===== config.mk =====
export PLATFORM = sky130hd
export DESIGN_NAME = hello_world_stim_seq
export DESIGN_NICKNAME = d
export VERILOG_FILES = /design/src/rtl/hello_world_stim_seq.sv
export SDC_FILE = /design/constraint.sdc
export NUM_CORES = 1
export LEC_CHECK = 0
export CAP_MARGIN = 10
export CORE_AREA = 2 2 39 41
export CTS_CLUSTER_SIZE = 40
export DETAILED_ROUTE_END_ITERATION = 12
export DIE_AREA = 0 0 41 43
export DONT_BUFFER_PORTS = 1
export PLACE_DENSITY = 0.79
export SYNTH_ARGS = -nofsm -noshare
export SYNTH_HDL_FRONTEND = slang
export SYNTH_SLANG_ARGS = --single-unit

===== constraint.sdc =====
create_clock -name clk -period 2.4 [get_ports clk]
set_input_delay 0.24 -clock clk [delete_from_list [all_inputs] [get_ports clk]]
set_output_delay 0.24 -clock clk [all_outputs]
set_load 0.005 [all_outputs]

===== src/rtl/hello_world_stim_seq.sv =====
// Stimulus sequencer for hello_world: walks {A,B} through 00,10,01,11 and captures F per vector.
// Optional STIM_CHECK_EN builds a sticky compare of each captured F against EXPECTED.
module hello_world_stim_seq #(
  parameter int unsigned HOLD_CYCLES = 10,
  parameter logic [3:0]  EXPECTED    = 4'b1000
) (
  input  logic       clk,
  input  logic       rst,
  input  logic       start,
  output logic       a,
  output logic       b,
  input  logic       f,
  output logic       busy,
  output logic       done,
  output logic [1:0] vec_idx,
  output logic [3:0] result,
  output logic       mismatch
);

  localparam int unsigned CntW = $clog2(HOLD_CYCLES + 1);
  localparam logic [CntW-1:0] Reload = CntW'(HOLD_CYCLES - 1);

  typedef enum logic [1:0] {StIdle, StDrive, StDone} state_e;

  state_e          state_q, state_d;
  logic [CntW-1:0] cnt_q, cnt_d;
  logic [1:0]      idx_q, idx_d;
  logic [3:0]      result_q, result_d;
  logic            a_q, b_q, busy_q, done_q;
  logic            sample;
  logic            clear_run;

  always_comb begin
    state_d   = state_q;
    cnt_d     = cnt_q;
    idx_d     = idx_q;
    result_d  = result_q;
    sample    = 1'b0;
    clear_run = 1'b0;
    unique case (state_q)
      StIdle: begin
        if (start) begin
          state_d   = StDrive;
          idx_d     = 2'd0;
          cnt_d     = Reload;
          result_d  = 4'b0000;
          clear_run = 1'b1;
        end
      end
      StDrive: begin
        if (cnt_q == '0) begin
          // Last held cycle: hello_world has settled on this vector.
          sample           = 1'b1;
          result_d[idx_q]  = f;
          cnt_d            = Reload;
          if (idx_q == 2'd3) begin
            state_d = StDone;
          end else begin
            idx_d = idx_q + 2'd1;
          end
        end else begin
          cnt_d = cnt_q - CntW'(1);
        end
      end
      StDone: begin
        state_d = StIdle;
      end
      default: begin
        state_d = StIdle;
      end
    endcase
  end

  // a/b/busy/done are registered from the next state so they line up with vec_idx.
  always_ff @(posedge clk) begin
    if (rst) begin
      state_q  <= StIdle;
      cnt_q    <= '0;
      idx_q    <= 2'd0;
      result_q <= 4'b0000;
      a_q      <= 1'b0;
      b_q      <= 1'b0;
      busy_q   <= 1'b0;
      done_q   <= 1'b0;
    end else begin
      state_q  <= state_d;
      cnt_q    <= cnt_d;
      idx_q    <= idx_d;
      result_q <= result_d;
      a_q      <= (state_d == StDrive) & idx_d[0];
      b_q      <= (state_d == StDrive) & idx_d[1];
      busy_q   <= (state_d == StDrive);
      done_q   <= (state_d == StDone);
    end
  end

`ifdef STIM_CHECK_EN
  logic mismatch_q;

  always_ff @(posedge clk) begin
    if (rst) begin
      mismatch_q <= 1'b0;
    end else if (clear_run) begin
      mismatch_q <= 1'b0;
    end else if (sample && (f != EXPECTED[idx_q])) begin
      mismatch_q <= 1'b1;
    end
  end

  assign mismatch = mismatch_q;
`else
  logic       unused_sample;
  logic       unused_clear_run;
  logic [3:0] unused_expected;

  assign unused_sample    = sample;
  assign unused_clear_run = clear_run;
  assign unused_expected  = EXPECTED;
  assign mismatch         = 1'b0;
`endif

  assign a       = a_q;
  assign b       = b_q;
  assign busy    = busy_q;
  assign done    = done_q;
  assign vec_idx = idx_q;
  assign result  = result_q;

endmodule


# Word level (Yosys, flattened, before mapping)
# Cells that the tools add are included.
# word_totals
register_bits	16
word_cells	43
out_inout_bits	11
in_bits	4
# op_classes
order_cmp	2
n_eq_ne	6
addsub	2
n_reduce_logical	6
bitwise	2
mux	17
# op_table
op	count
2-to-1 mux 4 bit	4
case mux 4 bit (2 select lines)	2
2-to-1 mux 2 bit	6
case mux 2 bit (2 select lines)	2
bitwise mux 4 bit	1
equality test 2 x 1 -> 1 bit (second input constant)	2
equality test 2 bit (second input constant)	2
logical NOT 4 bit	1
!= test 2 bit (second input constant)	2
subtractor 4 x 1 -> 4 bit (second input constant)	1
< comparator 2 x 3 -> 1 bit (second input constant)	1
AND reduction 3 bit	1
adder 2 x 1 -> 2 bit (second input constant)	1
bitwise AND 1 bit	2
demux 1 bit (select 2 bit)	1
>= comparator 2 x 1 -> 1 bit (second input constant)	1
logical NOT 2 bit	1
AND reduction 2 bit	1
nonzero test 2 bit	1
logical AND 1 bit	1
2-to-1 mux 1 bit	1

# Depth between registers and ports, before layout
# Gate-level depths: netlist of the first run.
# depth
ltp_word	7
ltp_mapped	6
depth_no_buf	5

# Worst setup path before layout of the first run
# Ideal clock, no wire load.
# synth_path
path_type	reg2reg
start	register cnt_q[0]
end	register result_q[2] (netlist: result[2])
setup_slack_ns	0.721
setup_ns	0.071
stages_incl_launch_ff	7
synth_period_minus_slack_ns	1.679
path_buffers	1
t_arrival_ns	1.609
required_time_ns	2.329
path_cell_list	dfxtp_1 inv_1 ha_1 or3b_4 buf_6 or4_1 a21oi_1
# synth_via
elab_chain_len	3
# synth_lines
element	line	text
from (decl)	26	logic [CntW-1:0] cnt_q, cnt_d;
from (signal assigned)	87	cnt_q <= cnt_d;
logical NOT 4 bit	51	if (cnt_q == '0) begin
!= test 2 bit (no line)	-	
AND reduction 3 bit (no line)	-	
to (signal assigned)	89	result_q <= result_d;
to (decl)	28	logic [3:0] result_q, result_d;
# Every way passes these cells.
# A chain may end at the register's enable or synchronous reset.

# Worst setup path after layout of the first run
# Same ends and word-level chain as after synthesis.

==> reports/metrics.csv, run 1 <==
metric,value,unit
CTS Buffer Depth,2,
initial core utilization,0.517,
Setup Total Neg Slack,0,ns
final count of negative-setup-slack endpoints,0,
hold_ws,0.0126,ns
critical path class,reg2reg,
WP data arrival,1.95,ns
grt ovf,0,
result of the run,"finished, final reports clean",
Filler cells,136,
overall power,0.000486,W
YS warnings,0,
Post-CTS Resized,0,
compound-cell area share of the yosys netlist,0.164,
PortBufs,0,
post-synthesis simple-gate area fraction,0.273,
clock transition at the registers of the reported paths,0.09,ns
1st-pass router iterations,4,
Synth cell types,35,
Clock Sinks,16,
largest net degree at the start of global routing,14,
via count,564,
CTS buffer count,3,
MaxCap Viol Count,0,
placed insts,89,
post-route clock period utilization,0.719,
total routed wirelength,1390,um
design area,737,sq um
hpwl dp,952,um
multiplexer share of the synthesized area,0,
post-synthesis average cell area,9.18,sq um
CTS tree,done,
Core ar.,1380,sq um
max frequency,580,MHz
drt initial violations,12,
Least-Margin Pin Slew,0.544,ns
post-CTS setup buffers,0,
Max IR drop VDD,0.350,mV
vias per cell,6.06,
antenna violations before repair,0,
die width,41,um
sequential-to-total area share from yosys stat,0.448,
Worst slew margin,0.637,
"leading cell type in the layout, fill and taps excluded",dfxtp_1,
"commonest non-fill, non-tap cells in the layout","dfxtp_1 (16), inv_1 (6), a21oi_1 (6), nor3_1 (6), nor2_1 (4)",
critical path launch point type,register,
CP required,2.62,ns
cell area power density,660,nW/um^2
area delta synth->final,2.97,%
DRC Markers,0,
Worst Path Max Fanout,12,
Tmin final,1.72,ns
final net count,85,
RePlAce Congestion,0.855,
number of routed nets with antenna violations,0,
setup clock skew after layout,0.00324,ns
Syn Std Cell Area,716,sq um
Post-Synth Adder-Cell Area,0.0350,
Worst-Skew Late Latency,0.28,ns
routed len/inst,15.0,um
CP endpoint kind,register,
Synth Net Count,84,
HP Class,in2reg,
Final Max Tran Viols,0,
Hold Fails Final Rpt,0,
first-pass GRT wire length,2190,um
# diodes,0,
final cell count without fillers,93,
Yosys reg bits,16,
die area,1760,sq um
unrepaired setup endpoints after global routing,false,
layout cells sized above 1,0.117,
H-tree levels,1,
GRT Overall Usage,0.185,
largest family of logic cells by synthesized area,simple AND/OR/NAND/NOR gates,
vias in the first global route,493,
# IOs,15,
Syn Inst Count,78,
placed cell areas,704,sq um
CTS Root Cell,clkbuf_4,
Leak,0.263,nW
Rows,14,
Synth Area in XOR/XNOR,0,
Die Height,43,um
area occupied by registers,320,sq um
area of the multi-input gates,342,sq um
-- worst paths after layout --
kind	startpoint	end	slack, ns	cells after the start
worst max-delay path	cnt_q[0]$_SDFFE_PP0P_	result[2]$_SDFFE_PP0P_	0.68	5
worst min-delay path	rst	cnt_q[1]$_SDFFE_PP0P_	0.01	1
worst max register to register	cnt_q[0]$_SDFFE_PP0P_	result[2]$_SDFFE_PP0P_	0.68	5
worst min register to register	cnt_q[1]$_SDFFE_PP0P_	cnt_q[1]$_SDFFE_PP0P_	0.48	2
-- cell usage after synthesis --
| cell | count | area (sq um) |
|---|---|---|
| a2111oi_0 | 1 | 8.76 |
| a211oi_1 | 1 | 7.51 |
| a21oi_1 | 6 | 30.0 |
| a22oi_1 | 1 | 7.51 |
| a32oi_1 | 1 | 8.76 |
| and3_2 | 1 | 7.51 |
| buf_2 | 1 | 5.00 |
| buf_4 | 1 | 7.51 |
| buf_6 | 1 | 11.3 |
| clkbuf_1 | 2 | 7.51 |
| conb_1 | 1 | 3.75 |
| dfxtp_1 | 16 | 320 |
| ha_1 | 2 | 25.0 |
| inv_1 | 6 | 22.5 |
| nand2_1 | 2 | 7.51 |
| nand2b_1 | 1 | 6.26 |
| nand3_1 | 1 | 5.00 |
| nand4b_1 | 1 | 8.76 |
| nand4bb_1 | 1 | 11.3 |
| nor2_1 | 4 | 15.0 |
| nor2b_1 | 1 | 6.26 |
| nor3_1 | 6 | 30.0 |
| nor3b_1 | 2 | 15.0 |
| nor4_1 | 1 | 6.26 |
| o211ai_1 | 1 | 7.51 |
| o21ai_0 | 1 | 5.00 |
| o21bai_1 | 1 | 7.51 |
| o221ai_1 | 1 | 8.76 |
| o311ai_0 | 3 | 26.3 |
| or2_2 | 2 | 12.5 |
| or2b_2 | 1 | 8.76 |
| or3_1 | 2 | 12.5 |
| or3b_2 | 1 | 8.76 |
| or3b_4 | 1 | 11.3 |
| or4_1 | 3 | 22.5 |
-- layout make-up --
type	instances	area share
multi-input cells	51	0.463
flip-flops and latches	16	0.435
clock buffers	3	0.0306
inverters	6	0.0306
well taps	16	0.0272
repair buffers	1	0.0136
-- critical path, stage by stage (launching register included) --
cell	delay, ns
dfxtp_1	0.32
inv_1	0.11
ha_1	0.17
or3b_4	0.44
or4_1	0.50
a21oi_1	0.13
-- per-stage QoR --
| step | util | setup slack (ns) |
|---|---|---|
| finish | 0.533 | 0.675 |
| global route | 0.533 | 0.502 |
| CTS | 0.525 | 0.685 |
| detailed placement | 0.509 | 0.715 |
| global placement | 0.509 | 0.757 |
| floorplan | - | 0.721 |
-- layer usage --
layer  wire length [um]  part of all wire  up-vias  track usage
met2                645              0.46       14        0.247
met1                651              0.47      264        0.264
met3                 69             0.050        4       0.0524
li1                   -                 -      282            -
met4                 25             0.018        0       0.0933
met5                  0                 0        -            0
-- flip-flops by register name (all words and copies together) (netlist names) --
register and count:
b 1, done 1, vec_idx 2, state_q 2
result 4, a 1, busy 1, cnt_q 4
-- kinds of logic (layout without fill, tap and decap cells) --
kind of cell | after synthesis | after routing
AND/OR/NAND/NOR | 31 | 31
AO/OA/AOI/OAI | 17 | 17
flip-flops | 16 | 16
buffers and inverters | 11 | 10
adder cells (fa/ha/maj) | 2 | 2
other | 1 | 1
-- timing repair --
item / 4_1_cts / 5_1_grt
setup endpoints to repair: 0 / 0
hold buffers: 0 / 1
endpoints found under the hold margin: 0 / 4
-- power by group --
group | leakage (nW) | internal, W | total [W] | switching [W]
Clock | 0.0138 | 0.0000583 | 0.000138 | 0.0000800
Sequential | 0.131 | 0.000277 | 0.000289 | 0.0000120
Combinational | 0.118 | 0.0000240 | 0.0000591 | 0.0000352
Power figures use the tool's default switching activity.
==> run 2: changes to the inputs <==
clock period = 1.7 ns   (was 2.4 ns; I/O delays follow)
==> run 2 against run 1 <==
Against the previous run: clock-buffer cell count up 1; clock power rose by 87%; worst setup slack worse by 0.63 ns; total power grew 59%; register-to-register slack worse by 0.63 ns; largest cell class unchanged; largest power group unchanged; highest routed layer unchanged.
==> reports/metrics.csv, run 2 (same netlist as run 1, synthesis figures left out) <==
metric,value,unit,change
GRT Overall Usage,0.201,,was 0.185
Worst Path Max Fanout,6,,was 12
vias in the first global route,544,,was 493
HP Class,in2reg,,unchanged
final worst slack,0.0449,ns,was 0.675 ns
via count,615,,was 564
WHS Path Cells,3,,was 1
Rows,14,,unchanged
pre-CTS WS,0.0602,ns,was 0.715 ns
RePlAce Congestion,0.884,,was 0.855
placed insts,91,,was 89
worst r2r src,cnt_q[1]$_SDFFE_PP0P_,,was cnt_q[0]$_SDFFE_PP0P_
Clock Sinks,16,,unchanged
WL met3,103,um,was 69 um
WP data arrival,1.89,ns,was 1.95 ns
final net count,88,,was 85
Leak,0.286,nW,was 0.263 nW
vias per cell,6.34,,was 6.06
CP required,1.94,ns,was 2.62 ns
setup clock skew after layout,0.000699,ns,was 0.00324 ns
Max IR drop VDD,0.507,mV,was 0.350 mV
critical path launch point type,register,,unchanged
clock share of power,0.333,,was 0.284
metal2 WL,746,um,was 645 um
Core ar.,1380,sq um,unchanged
die area,1760,sq um,unchanged
DRC Markers,0,,unchanged
hpwl dp,935,um,was 952 um
post-route clock period utilization,0.974,,was 0.719
placed cell areas,719,sq um,was 704 sq um
critical path class,reg2reg,,unchanged
Setup Total Neg Slack,0,ns,unchanged
design area,797,sq um,was 737 sq um
result of the run,"finished, final reports clean",,unchanged
cell area power density,973,nW/um^2,was 660 nW/um^2
area delta synth->final,11.4,%,was 2.97%
critical path launch point,cnt_q[1]$_SDFFE_PP0P_,,was cnt_q[0]$_SDFFE_PP0P_
Seq pwr share,0.530,,was 0.594
switching share of power,0.265,,was 0.262
Tmin final,1.66,ns,was 1.72 ns
wire length on met1,630,um,was 651 um
R2R depth,5,,unchanged
clock transition at the registers of the reported paths,0.09,ns,about the same
hold path start,rst,,unchanged
initial core utilization,0.517,,unchanged
max frequency,604,MHz,was 580 MHz
CTS buffer count,3,,unchanged
grt ovf,0,,unchanged
"leading cell type in the layout, fill and taps excluded",dfxtp_1,,unchanged
largest net degree at the start of global routing,13,,was 14
CTS Root Cell,clkbuf_4,,unchanged
1st-pass router iterations,4,,unchanged
Logic pwr share,0.137,,was 0.122
Hold Fails Final Rpt,0,,unchanged
"commonest non-fill, non-tap cells in the layout","dfxtp_1 (14), nor3_1 (6), a21oi_1 (5)",,"was dfxtp_1 (16), inv_1 (6), a21oi_1 (6), nor3_1 (6), nor2_1 (4)"
Worst-Skew Late Latency,0.30,ns,was 0.28 ns
number of routed nets with antenna violations,0,,unchanged
CTS Buffer Depth,2,,unchanged
H-tree levels,1,,unchanged
MaxCap Viol Count,0,,unchanged
first-pass GRT wire length,2370,um,was 2190 um
total routed wirelength,1520,um,was 1390 um
CTS tree,done,,unchanged
post-CTS setup buffers,0,,unchanged
die width,41,um,unchanged
Final Max Tran Viols,0,,unchanged
hold_ws,0.127,ns,was 0.0126 ns
final count of negative-setup-slack endpoints,0,,unchanged
drt initial violations,24,,was 12
# IOs,15,,unchanged
CP endpoint kind,register,,unchanged
layout cells sized above 1,0.247,,was 0.117
# diodes,0,,unchanged
PortBufs,0,,unchanged
antenna violations before repair,0,,unchanged
final cell count without fillers,97,,was 93
Max Used Layer,met4,,unchanged
routed len/inst,15.6,um,was 15.0 um
P_sw,0.000205,W,was 0.000127 W
Cell Int Power,0.000570,W,was 0.000359 W
Die Height,43,um,unchanged
-- run 2: cell types whose count changed in the layout (fill, tap and decap cells not counted), moves of 2 or more --
cell,delta
buf_4,+2
dfxtp_1,-2
dfxtp_2,+2
inv_1,-2
inv_2,+2
-- run 2: worst paths after layout --
kind | end | slack [ns]
worst max-delay path | result[3]$_SDFFE_PP0P_ | 0.04
worst min-delay path | busy$_SDFF_PP0_ | 0.13
worst max register to register | result[3]$_SDFFE_PP0P_ | 0.04
worst min register to register | cnt_q[1]$_SDFFE_PP0P_ | 0.48
-- run 2: what timing repair did --
item                                    CTS  global route
endpoints found under the setup margin    0             3
gates resized for setup                   0             9
hold endpoints to repair                 12             0
hold buffers                              1             0
-- run 2: cell type report --
| class | count | area (sq um) |
|---|---|---|
| Multi-Input combinational cell | 52 | 370 |
| Sequential cell | 16 | 323 |
| Fill cell | 117 | 587 |
| Clock buffer | 4 | 36.3 |
| Inverter | 6 | 22.5 |
| Timing Repair Buffer | 3 | 25.0 |
| Tap cell | 16 | 20.0 |
-- run 2: critical path, stage by stage, from the launching register on --
cell and delay, ns:
dfxtp_2 0.34, inv_2 0.07, ha_4 0.14, or3b_4 0.41, or4_4 0.49, a21oi_2 0.13
-- run 2: routing by layer --
layer,up-vias,global-route usage
met5,-,0
met4,0,0.120
met3,5,0.0628
met2,25,0.266
met1,289,0.276
li1,296,-
-- run 2: power groups by stage --
stage | Combinational, W | Clock [W] | Sequential [W]
final | 0.000106 | 0.000258 | 0.000411
after global routing | 0.000120 | 0.000280 | 0.000414
after CTS | 0.0000935 | 0.000262 | 0.000407
after detailed placement | 0.0000869 | 0 | 0.000416
after global placement | 0.0000838 | 0 | 0.000416
after floorplan | 0.0000777 | 0 | 0.000412
-- run 2: through the flow --
stage	util	total power (W)
floorplan	-	0.000490
global placement	0.520	0.000500
detailed placement	0.520	0.000503
CTS	0.553	0.000763
global route	0.576	0.000815
finish	0.576	0.000775
